## config.mk

```make
export PLATFORM = sky130hd
export DESIGN_NAME = arp_requester
export DESIGN_NICKNAME = d
export VERILOG_FILES = /design/src/rtl/arp_requester.sv
export SDC_FILE = /design/constraint.sdc
export NUM_CORES = 1
export LEC_CHECK = 0
export ABC_AREA = 1
export BUFFER_PORTS_ARGS = -buffer_cell sky130_fd_sc_hd__buf_2
export CAP_MARGIN = 20
export CORE_ASPECT_RATIO = 0.6
export CORE_MARGIN = 1.5
export CORE_UTILIZATION = 25
export CTS_BUF_LIST = sky130_fd_sc_hd__clkbuf_8
export DETAILED_ROUTE_END_ITERATION = 10
export PLACE_DENSITY = 0.4
export SLEW_MARGIN = 15
export SYNTH_ARGS = -nofsm -noshare
export SYNTH_HDL_FRONTEND = slang
export SYNTH_SLANG_ARGS = --single-unit
```

## constraint.sdc

```tcl
create_clock -name bus_clk -period 10.5 [get_ports bus_clk]
set_input_delay 2.1 -clock bus_clk [delete_from_list [all_inputs] [get_ports bus_clk]]
set_output_delay 2.1 -clock bus_clk [all_outputs]
set_load 0.02 [all_outputs]
```

## src/rtl/arp_requester.sv

```systemverilog
`default_nettype none
// ============================================================================
// Module   : arp_requester
// Purpose  : ARP initiator. On a start pulse, broadcasts an ARP request for
//            target_ip on a 64-bit AXI-Stream egress, then watches the
//            ingress stream for the matching ARP reply. Retries on timeout
//            and reports either the resolved MAC (done) or failure (error).
// Revision : 1.0 - initial release
// ----------------------------------------------------------------------------
// Ports
//   bus_clk, bus_rst          clock, synchronous active-high reset
//   my_mac, my_ip, target_ip  local addresses and address to resolve
//                             (byte 0 in the most significant bits)
//   start                     request pulse, honoured only when idle
//   busy, done, error         status; done/error are one-cycle pulses
//   resolved_mac              last MAC resolved by a successful request
//   m_axis_*                  request frame egress (60 bytes, 8 beats)
//   s_axis_*                  received frame ingress (always ready)
// Parameters
//   TIMEOUT      cycles to wait for a reply after a request's last beat
//   MAX_RETRIES  extra transmissions after the first (0..255)
// ============================================================================
module arp_requester #(
    parameter int TIMEOUT     = 1000000,
    parameter int MAX_RETRIES = 3
) (
    input  logic        bus_clk,
    input  logic        bus_rst,
    input  logic [47:0] my_mac,
    input  logic [31:0] my_ip,
    input  logic [31:0] target_ip,
    input  logic        start,
    output logic        busy,
    output logic        done,
    output logic        error,
    output logic [47:0] resolved_mac,
    output logic [63:0] m_axis_tdata,
    output logic [7:0]  m_axis_tkeep,
    output logic        m_axis_tlast,
    output logic        m_axis_tvalid,
    input  logic        m_axis_tready,
    input  logic [63:0] s_axis_tdata,
    input  logic [7:0]  s_axis_tkeep,
    input  logic        s_axis_tlast,
    input  logic        s_axis_tvalid,
    output logic        s_axis_tready
);

    localparam int              c_tw          = $clog2(TIMEOUT);
    localparam logic [c_tw-1:0] c_timer_last  = c_tw'(TIMEOUT - 1);
    localparam logic [7:0]      c_max_retries = 8'(MAX_RETRIES);

    typedef enum logic [1:0] {
        IDLE = 2'd0,
        SEND = 2'd1,
        WAIT = 2'd2
    } state_t;

    state_t          r_state;
    logic [47:0]     r_my_mac;
    logic [31:0]     r_my_ip;
    logic [31:0]     r_target_ip;
    logic [7:0]      r_attempts;
    logic [c_tw-1:0] r_timer;
    logic [2:0]      r_tx_beat;

    // Rx header fields, captured from the beat that carries them.
    logic [7:0]      r_rx_idx;
    logic [31:0]     r_f1;      // bytes 12-15
    logic [63:0]     r_f2;      // bytes 16-23
    logic [63:0]     r_f3;      // bytes 24-31
    logic [15:0]     r_f4;      // bytes 38-39
    logic [15:0]     r_f5;      // bytes 40-41

    logic [511:0]    w_frame;
    logic [2:0]      w_next_beat;
    logic [31:0]     w_f1;
    logic [63:0]     w_f2;
    logic [63:0]     w_f3;
    logic [15:0]     w_f4;
    logic [15:0]     w_f5;
    logic [3:0]      w_keep_cnt;
    logic            w_len_ok;
    logic [47:0]     w_sha;
    logic [31:0]     w_spa;
    logic [31:0]     w_tpa;
    logic            w_rx_match;

    assign s_axis_tready = 1'b1;

    // ------------------------------------------------------------------
    // Request frame image built from the latched addresses; byte n sits at
    // bits [8n+:8], so beat b is simply bits [64b+:64].
    // ------------------------------------------------------------------
    always_comb begin
        w_frame = '0;
        for (int i = 0; i < 6; i++) begin
            w_frame[8*i +: 8]      = 8'hFF;
            w_frame[8*(6+i) +: 8]  = r_my_mac[8*(5-i) +: 8];
            w_frame[8*(22+i) +: 8] = r_my_mac[8*(5-i) +: 8];
        end
        w_frame[8*12 +: 8] = 8'h08;
        w_frame[8*13 +: 8] = 8'h06;
        w_frame[8*14 +: 8] = 8'h00;
        w_frame[8*15 +: 8] = 8'h01;
        w_frame[8*16 +: 8] = 8'h08;
        w_frame[8*17 +: 8] = 8'h00;
        w_frame[8*18 +: 8] = 8'h06;
        w_frame[8*19 +: 8] = 8'h04;
        w_frame[8*20 +: 8] = 8'h00;
        w_frame[8*21 +: 8] = 8'h01;
        for (int i = 0; i < 4; i++) begin
            w_frame[8*(28+i) +: 8] = r_my_ip[8*(3-i) +: 8];
            w_frame[8*(38+i) +: 8] = r_target_ip[8*(3-i) +: 8];
        end
    end

    assign w_next_beat = r_tx_beat + 3'd1;

    // ------------------------------------------------------------------
    // Rx parser. The beat that carries tlast has not been stored yet, so
    // each field is taken from the live bus when the index points at it.
    // ------------------------------------------------------------------
    assign w_f1 = (r_rx_idx == 8'd1) ? s_axis_tdata[63:32] : r_f1;
    assign w_f2 = (r_rx_idx == 8'd2) ? s_axis_tdata        : r_f2;
    assign w_f3 = (r_rx_idx == 8'd3) ? s_axis_tdata        : r_f3;
    assign w_f4 = (r_rx_idx == 8'd4) ? s_axis_tdata[63:48] : r_f4;
    assign w_f5 = (r_rx_idx == 8'd5) ? s_axis_tdata[15:0]  : r_f5;

    always_comb begin
        w_keep_cnt = '0;
        for (int i = 0; i < 8; i++) begin
            w_keep_cnt = w_keep_cnt + {3'd0, s_axis_tkeep[i]};
        end
    end

    // Length >= 42 needs at least beat index 5 with two valid lanes.
    assign w_len_ok = (r_rx_idx > 8'd5) || ((r_rx_idx == 8'd5) && (w_keep_cnt >= 4'd2));

    assign w_sha = {w_f2[55:48], w_f2[63:56], w_f3[7:0], w_f3[15:8], w_f3[23:16], w_f3[31:24]};
    assign w_spa = {w_f3[39:32], w_f3[47:40], w_f3[55:48], w_f3[63:56]};
    assign w_tpa = {w_f4[7:0], w_f4[15:8], w_f5[7:0], w_f5[15:8]};

    // Constants are the byte fields in lane order (lowest byte first).
    assign w_rx_match = s_axis_tvalid && s_axis_tlast && w_len_ok
                     && (w_f1 == 32'h0100_0608)
                     && (w_f2[47:0] == 48'h0200_0406_0008)
                     && (w_spa == r_target_ip)
                     && (w_tpa == r_my_ip);

    always_ff @(posedge bus_clk) begin
        if (bus_rst) begin
            r_rx_idx <= '0;
            r_f1     <= '0;
            r_f2     <= '0;
            r_f3     <= '0;
            r_f4     <= '0;
            r_f5     <= '0;
        end else if (s_axis_tvalid) begin
            case (r_rx_idx)
                8'd1:    r_f1 <= s_axis_tdata[63:32];
                8'd2:    r_f2 <= s_axis_tdata;
                8'd3:    r_f3 <= s_axis_tdata;
                8'd4:    r_f4 <= s_axis_tdata[63:48];
                8'd5:    r_f5 <= s_axis_tdata[15:0];
                default: ;
            endcase
            if (s_axis_tlast) begin
                r_rx_idx <= '0;
            end else if (r_rx_idx != 8'hFF) begin
                r_rx_idx <= r_rx_idx + 8'd1;
            end
        end
    end

    // ------------------------------------------------------------------
    // Control FSM with registered outputs
    // ------------------------------------------------------------------
    always_ff @(posedge bus_clk) begin
        if (bus_rst) begin
            r_state       <= IDLE;
            r_my_mac      <= '0;
            r_my_ip       <= '0;
            r_target_ip   <= '0;
            r_attempts    <= '0;
            r_timer       <= '0;
            r_tx_beat     <= '0;
            busy          <= 1'b0;
            done          <= 1'b0;
            error         <= 1'b0;
            resolved_mac  <= '0;
            m_axis_tdata  <= '0;
            m_axis_tkeep  <= '0;
            m_axis_tlast  <= 1'b0;
            m_axis_tvalid <= 1'b0;
        end else begin
            done  <= 1'b0;
            error <= 1'b0;
            case (r_state)
                IDLE: begin
                    if (start) begin
                        r_my_mac      <= my_mac;
                        r_my_ip       <= my_ip;
                        r_target_ip   <= target_ip;
                        r_attempts    <= '0;
                        r_tx_beat     <= '0;
                        busy          <= 1'b1;
                        // Beat 0 comes straight from the ports since the
                        // latched copies are only written on this edge.
                        m_axis_tdata  <= {my_mac[39:32], my_mac[47:40], 48'hFFFF_FFFF_FFFF};
                        m_axis_tkeep  <= 8'hFF;
                        m_axis_tlast  <= 1'b0;
                        m_axis_tvalid <= 1'b1;
                        r_state       <= SEND;
                    end
                end
                SEND: begin
                    if (m_axis_tvalid && m_axis_tready) begin
                        if (r_tx_beat == 3'd7) begin
                            m_axis_tvalid <= 1'b0;
                            m_axis_tlast  <= 1'b0;
                            m_axis_tkeep  <= '0;
                            m_axis_tdata  <= '0;
                            r_timer       <= '0;
                            r_state       <= WAIT;
                        end else begin
                            r_tx_beat     <= w_next_beat;
                            m_axis_tdata  <= w_frame[{w_next_beat, 6'd0} +: 64];
                            m_axis_tkeep  <= (w_next_beat == 3'd7) ? 8'h0F : 8'hFF;
                            m_axis_tlast  <= (w_next_beat == 3'd7);
                        end
                    end
                end
                WAIT: begin
                    // A reply wins over a timeout landing on the same cycle.
                    if (w_rx_match) begin
                        resolved_mac <= w_sha;
                        done         <= 1'b1;
                        busy         <= 1'b0;
                        r_state      <= IDLE;
                    end else if (r_timer == c_timer_last) begin
                        if (r_attempts < c_max_retries) begin
                            r_attempts    <= r_attempts + 8'd1;
                            r_tx_beat     <= '0;
                            m_axis_tdata  <= w_frame[63:0];
                            m_axis_tkeep  <= 8'hFF;
                            m_axis_tlast  <= 1'b0;
                            m_axis_tvalid <= 1'b1;
                            r_state       <= SEND;
                        end else begin
                            error   <= 1'b1;
                            busy    <= 1'b0;
                            r_state <= IDLE;
                        end
                    end else begin
                        r_timer <= r_timer + 1'b1;
                    end
                end
                default: begin
                    r_state <= IDLE;
                end
            endcase
        end
    end

endmodule
`default_nettype wire

```

Word level (Yosys, flattened, before mapping)
Index checks and enable logic that the tools add are counted.

word-level totals
  register bits = 470
  input port bits = 190
  output and inout port bits = 126
  logic and storage cells = 155

cells by class
  add/sub/neg operators = 11
  order comparisons = 3
  equality and inequality tests = 25
  shift-type cells = 1
  mux-type cells = 66
  bitwise logic cells = 2
  reductions and logical operators = 26

operators by type and width
  operator               number
  $mux 64                8
  $shiftx 512x10->64     1
  $pmux 64 s3            1
  $mux 8                 13
  $mux 20                4
  $eq 32x32->1           2
  $eq 48x42->1 const B   1
  $pmux 20 s2            1
  $eq 32x25->1 const B   1
  $mux 16                2
  $mux 32                1
  $pmux 8 s3             1
  $add 20x1->20 const B  1
  $eq 20x20->1 const B   1
  $mux 1                 18
  $mux 3                 6
  $add 4x1->4            4
  $add 8x1->8 const B    2
  $eq 8x2->1 const B     2
  $eq 8x3->1 const B     2
  $ne 2x2->1 const B     8
  $pmux 8 s2             1
  $reduce_and 7->1       2
  $mux 2                 5
  other kinds (29)       46

Longest topological paths before layout
  depth in word-level cells = 17
  gate-level depth with buffers = 25
  depth with buffers taken out = 25

Worst setup path after synthesis
OpenSTA, ideal clock, no wires.

  path kind = in2reg
  start point = in s_axis_tkeep[0]
  end point = reg m_axis_tdata[33]
  library setup time = 132 ps
  arrival = 5,432 ps
  data required time = 10,368 ps
  path slack = 4,936 ps
  stages = 19
  buffers on the path = 1
  cell sequence = inv_1 > fa_1 > fa_1 > fa_1 > inv_1 > ha_1 > inv_1 > fa_1 > nand2_1 > nor2_1 > nor3_1 > nand3_1 > nor2_2 > nand3_4 > nor2_4 > nor2_4 > clkbuf_1 > nand3_1 > a21oi_1

between the ends
  word-level cells in the longest chain between the ends = 17

ends and longest elaborated chain
  what                               line  RTL
  start: declaration                 43    input logic [7:0] s_axis_tkeep,
  $add 1x1->2                        133   w_keep_cnt = w_keep_cnt + {3'd0, s_axis_tkeep[i]};
  $add 2x1->3                        133
  $add 3x1->4                        133
  $add 4x1->4 (4 in series)          133
  $ge 4x2->1                         138   assign w_len_ok = (r_rx_idx > 8'd5) || ((r_rx_idx == 8'd5) && (w_keep_cnt >= 4'd2));
  $logic_and 1x1->1                  138
  $logic_or 1x1->1                   138
  $logic_and 1x1->1                  145   assign w_rx_match = s_axis_tvalid && s_axis_tlast && w_len_ok
  $logic_and 1x1->1                  146   && (w_f1 == 32'h0100_0608)
  $logic_and 1x1->1                  147   && (w_f2[47:0] == 48'h0200_0406_0008)
  $logic_and 1x1->1                  148   && (w_spa == r_target_ip)
  $logic_and 1x1->1                  149   && (w_tpa == r_my_ip);
  $ne 2x2->1 (no source line)        n/a
  $reduce_and 6->1 (no source line)  n/a
  end signal: assignment             210   m_axis_tdata <= {my_mac[39:32], my_mac[47:40], 48'hFFFF_FFFF_FFFF};
  end signal: assignment             228   m_axis_tdata <= w_frame[{w_next_beat, 6'd0} +: 64];
  end signal: assignment             245   m_axis_tdata <= w_frame[63:0];
  end: declaration                   37    output logic [63:0] m_axis_tdata,

No other way between the ends.
A chain may end at the register's enable or synchronous reset.

Worst setup path after layout
  start point = in s_axis_tkeep[0]
  end point = reg r_timer[16]

between the ends
  word-level cells in the longest chain between the ends = 17

ends and longest elaborated chain
  what                               line  RTL
  $add 1x1->2                        133
  $add 2x1->3                        133
  $add 3x1->4                        133
  $add 4x1->4 (4 in series)          133
  $ge 4x2->1                         138
  $logic_and 1x1->1                  138
  $logic_or 1x1->1                   138
  $logic_and 1x1->1                  145
  $logic_and 1x1->1                  146
  $logic_and 1x1->1                  147
  $logic_and 1x1->1                  148
  $logic_and 1x1->1                  149
  $ne 2x2->1 (no source line)        n/a
  $reduce_and 5->1 (no source line)  n/a
  end signal: assignment             256   r_timer <= r_timer + 1'b1;
  end: declaration                   64    logic [c_tw-1:0] r_timer;

No other way between the ends.

==> results_dict.tcl <==
set metrics [dict create \
    avgRoutedWirePerCell_um 19.63 \
    die-area_um2 101600 \
    synth.area.mux_share_pct 0 \
    syn_inst 3965 \
    cts_buffers 85 \
    max_freq_ghz 0.1581 \
    fillers 11192 \
    ff_latch_area_um2 9289 \
    cts.reportedPaths.clkPinSlew_ps 60 \
    cp-start-kind "input port" \
    cts_resized 0 \
    worst_setup_path_end_kind "register" \
    crit_type "in2reg" \
    slew_violations 0 \
    synth_ff_type "dfxtp_1" \
    synth_top_cells_by_count "nand2_1, inv_1, dfxtp_1" \
    layout_setup_ws_ps 4177 \
    setup_viol 0 \
    wl_mm 108.8 \
    failed_checks "DRC" \
    drt_iter0_drc 2474 \
    drt_pass1_iterations 8 \
    utilization_pct 29.52 \
    async_flop_share_pct 0 \
    timing.final.crit_share_pct 60.22 \
    drive_above_1_share_pct 11.87 \
    synth_top_area_share_pct 37.29 \
    cts_max_path_buffers 3 \
    ys_ff_latch 464 \
    yosysTopAreaCell "dfxtp_1" \
    dp_hpwl_mm 78.39 \
    synth_compound_area_share_pct 19.64 \
    final_nets 4363 \
    io_pins 316 \
    grt_usage_pct 20.73 \
    postCtsSetupRepairBufs 0 \
    vias 25989 \
    final.setup.tns_ps 0 \
    gp_routability_congestion 0.9574 \
    fp-row-count 89 \
    synth_seq_area_share_pct 37.29 \
    antenna_left 0 \
    grt_pass1_wl_mm 156.8 \
    fin_worst_skew_ps 49.47 \
    grt_pass1_vias 23222 \
    grt_max_degree 148 \
    r2r_slack_ps 4880 \
    start_util_pct 25.28 \
    synthXorXnorAreaFrac_pct 0.5977 \
    cp_data_arrival_time_ps 7000 \
    yosysWarnings 0 \
    ir_drop_mv 0.1296 \
    core-area_um2 98550 \
    antenna_found_initial 16 \
    synth_top_family_by_area "simple AND/OR/NAND/NOR gates" \
    hold_viol 0 \
    cts.sinks 464 \
    crit_fanout 54 \
    netlist_top_cells_area "dfxtp_1, nand2_1, o21ai_0, inv_1, a21oi_1" \
    p_leak_nw 13.92 \
    die_w_um 410.5 \
    yosysMostFrequentCell "nand2_1" \
    synthAdderAreaFrac_pct 1.125 \
    avgSynthCellArea_um2 6.283 \
    yosysUniqueCellTypes 44 \
    worst-slew-pin-transition_ps 1037 \
    synth_nets 4175 \
    worstSkewPairLatency_ps 780 \
    port_buffers 314 \
    required_ps 11170 \
    maxCapViolCount 0 \
    via_per_inst 4.688 \
    synth_area_um2 24910 \
    area_growth_pct 16.76 \
    synthSimpleGateAreaFrac_pct 29.10 \
    cts_tree "done" \
    place_ws_ps 3434 \
    rsz0062_at_grt "no" \
    route.detailed.drc 22 \
    cellPowerDensity_nw_per_um2 221.5 \
    cts-root-buf "clkbuf_8" \
    multi_input_area_um2 12620 \
    overflow 0 \
    synth-edff-count 0 \
    cts.hold.buffers_added 0 \
    htreeDepth 3 \
    finalCriticalPeriod_ps 6323 \
    relSlewSlack_pct 30.10 \
    outcome "finished with violations" \
    hold_path_class "reg2reg" \
    die_h_um 247.5 \
]
==> layout by cell type, fill, tap and decap left out, types with 20 or more instances in the layout <==
cell      synthesis  layout
a21oi_1         334     334
a31oi_1          20      20
buf_2            33     312
buf_4            18      28
clkbuf_8          0     109
dfxtp_1         464     464
inv_1           513     538
nand2_1        1062    1060
nand3_1         207     207
nand4_1          45      45
nor2_1          433     431
o211ai_1         66      66
o21ai_0         414     414
o21ai_1          33      33
==> metal layers <==
| metal | global-route usage, % | part of all wire (%) | vias to the layer above |
|---|---|---|---|
| met4 | 5.861 | 2.0 | 4 |
| li1 | - | - | 13064 |
| met3 | 4.963 | 7.7 | 127 |
| met5 | 0 | 0.027 | - |
| met1 | 31.82 | 51 | 12032 |
| met2 | 27.89 | 39 | 762 |
==> worst paths after layout <==
path / from / to / depth (start not counted)
worst max-delay path: s_axis_tkeep[0] / r_timer[16] / 19
worst min-delay path: r_attempts[5] / r_attempts[5] / 2
worst max register to register: r_rx_idx[6] / r_timer[16] / 17
worst min register to register: r_attempts[5] / r_attempts[5] / 2
==> power breakdown <==
group          internal (W)  switching (W)  leakage (nW)  total, W
clock network      0.000951       0.000869         0.980   0.00182
logic              0.000692        0.00168          9.12   0.00238
registers           0.00205       0.000200          3.82   0.00225
total               0.00369        0.00275          13.9   0.00644
==> through the flow <==
step	std cells	cell area, µm²	power, W	hold WS, ps
6_report	5544	29090	0.006442	437.9
5_1_grt	5542	29080	0.006879	465.9
4_1_cts	5533	29060	0.006503	439.7
3_5_place_dp	5385	27360	0.004644	429.1
3_3_place_gp	5385	27360	0.004646	427.4
2_1_floorplan	3965	24910	0.003807	419.0
==> sequential cells by signal (all words and copies together), names as in the netlist, 2 cells and up <==
name / cells
r_f3: 64
r_f1: 32
r_my_mac: 48
r_f5: 16
r_f4: 16
r_my_ip: 32
r_timer: 20
r_f2: 64
r_attempts: 8
r_state: 2
m_axis_tdata: 64
r_target_ip: 32
m_axis_tkeep: 2
resolved_mac: 48
r_tx_beat: 3
r_rx_idx: 8
==> worst max-delay path, stage by stage <==
cell and delay, ps:
buf_2 80, inv_1 40, fa_1 550, fa_1 430, fa_1 490, inv_1 40, ha_1 180, inv_1 70
fa_1 410, nand2_1 80, nor2_1 100, nor3_1 150, nand3_1 110, nor2_2 260, nand4_4 430, buf_4 500
nand2_1 650, nand2_1 120, a21oi_1 180
==> area by class of cell <==
type                       count  share of cell area (%)
clock buffer                 109                   5.157
sequential                   464                   31.93
multi-input combinational   2740                   43.40
inverter                     518                   6.727
clock inverter                39                  0.6925
antenna                       11                 0.09463
timing repair buffer         344                   6.319
tap                         1319                   5.674
==> cell families after synthesis <==
group / count (synthesis)
AO/OA/AOI/OAI: 913
XOR/XNOR: 17
adder cells (fa/ha/maj): 20
buffers and inverters: 761
flip-flops: 464
other: 1
AND/OR/NAND/NOR: 1789
Note: power is estimated with default switching activity, not from simulation.
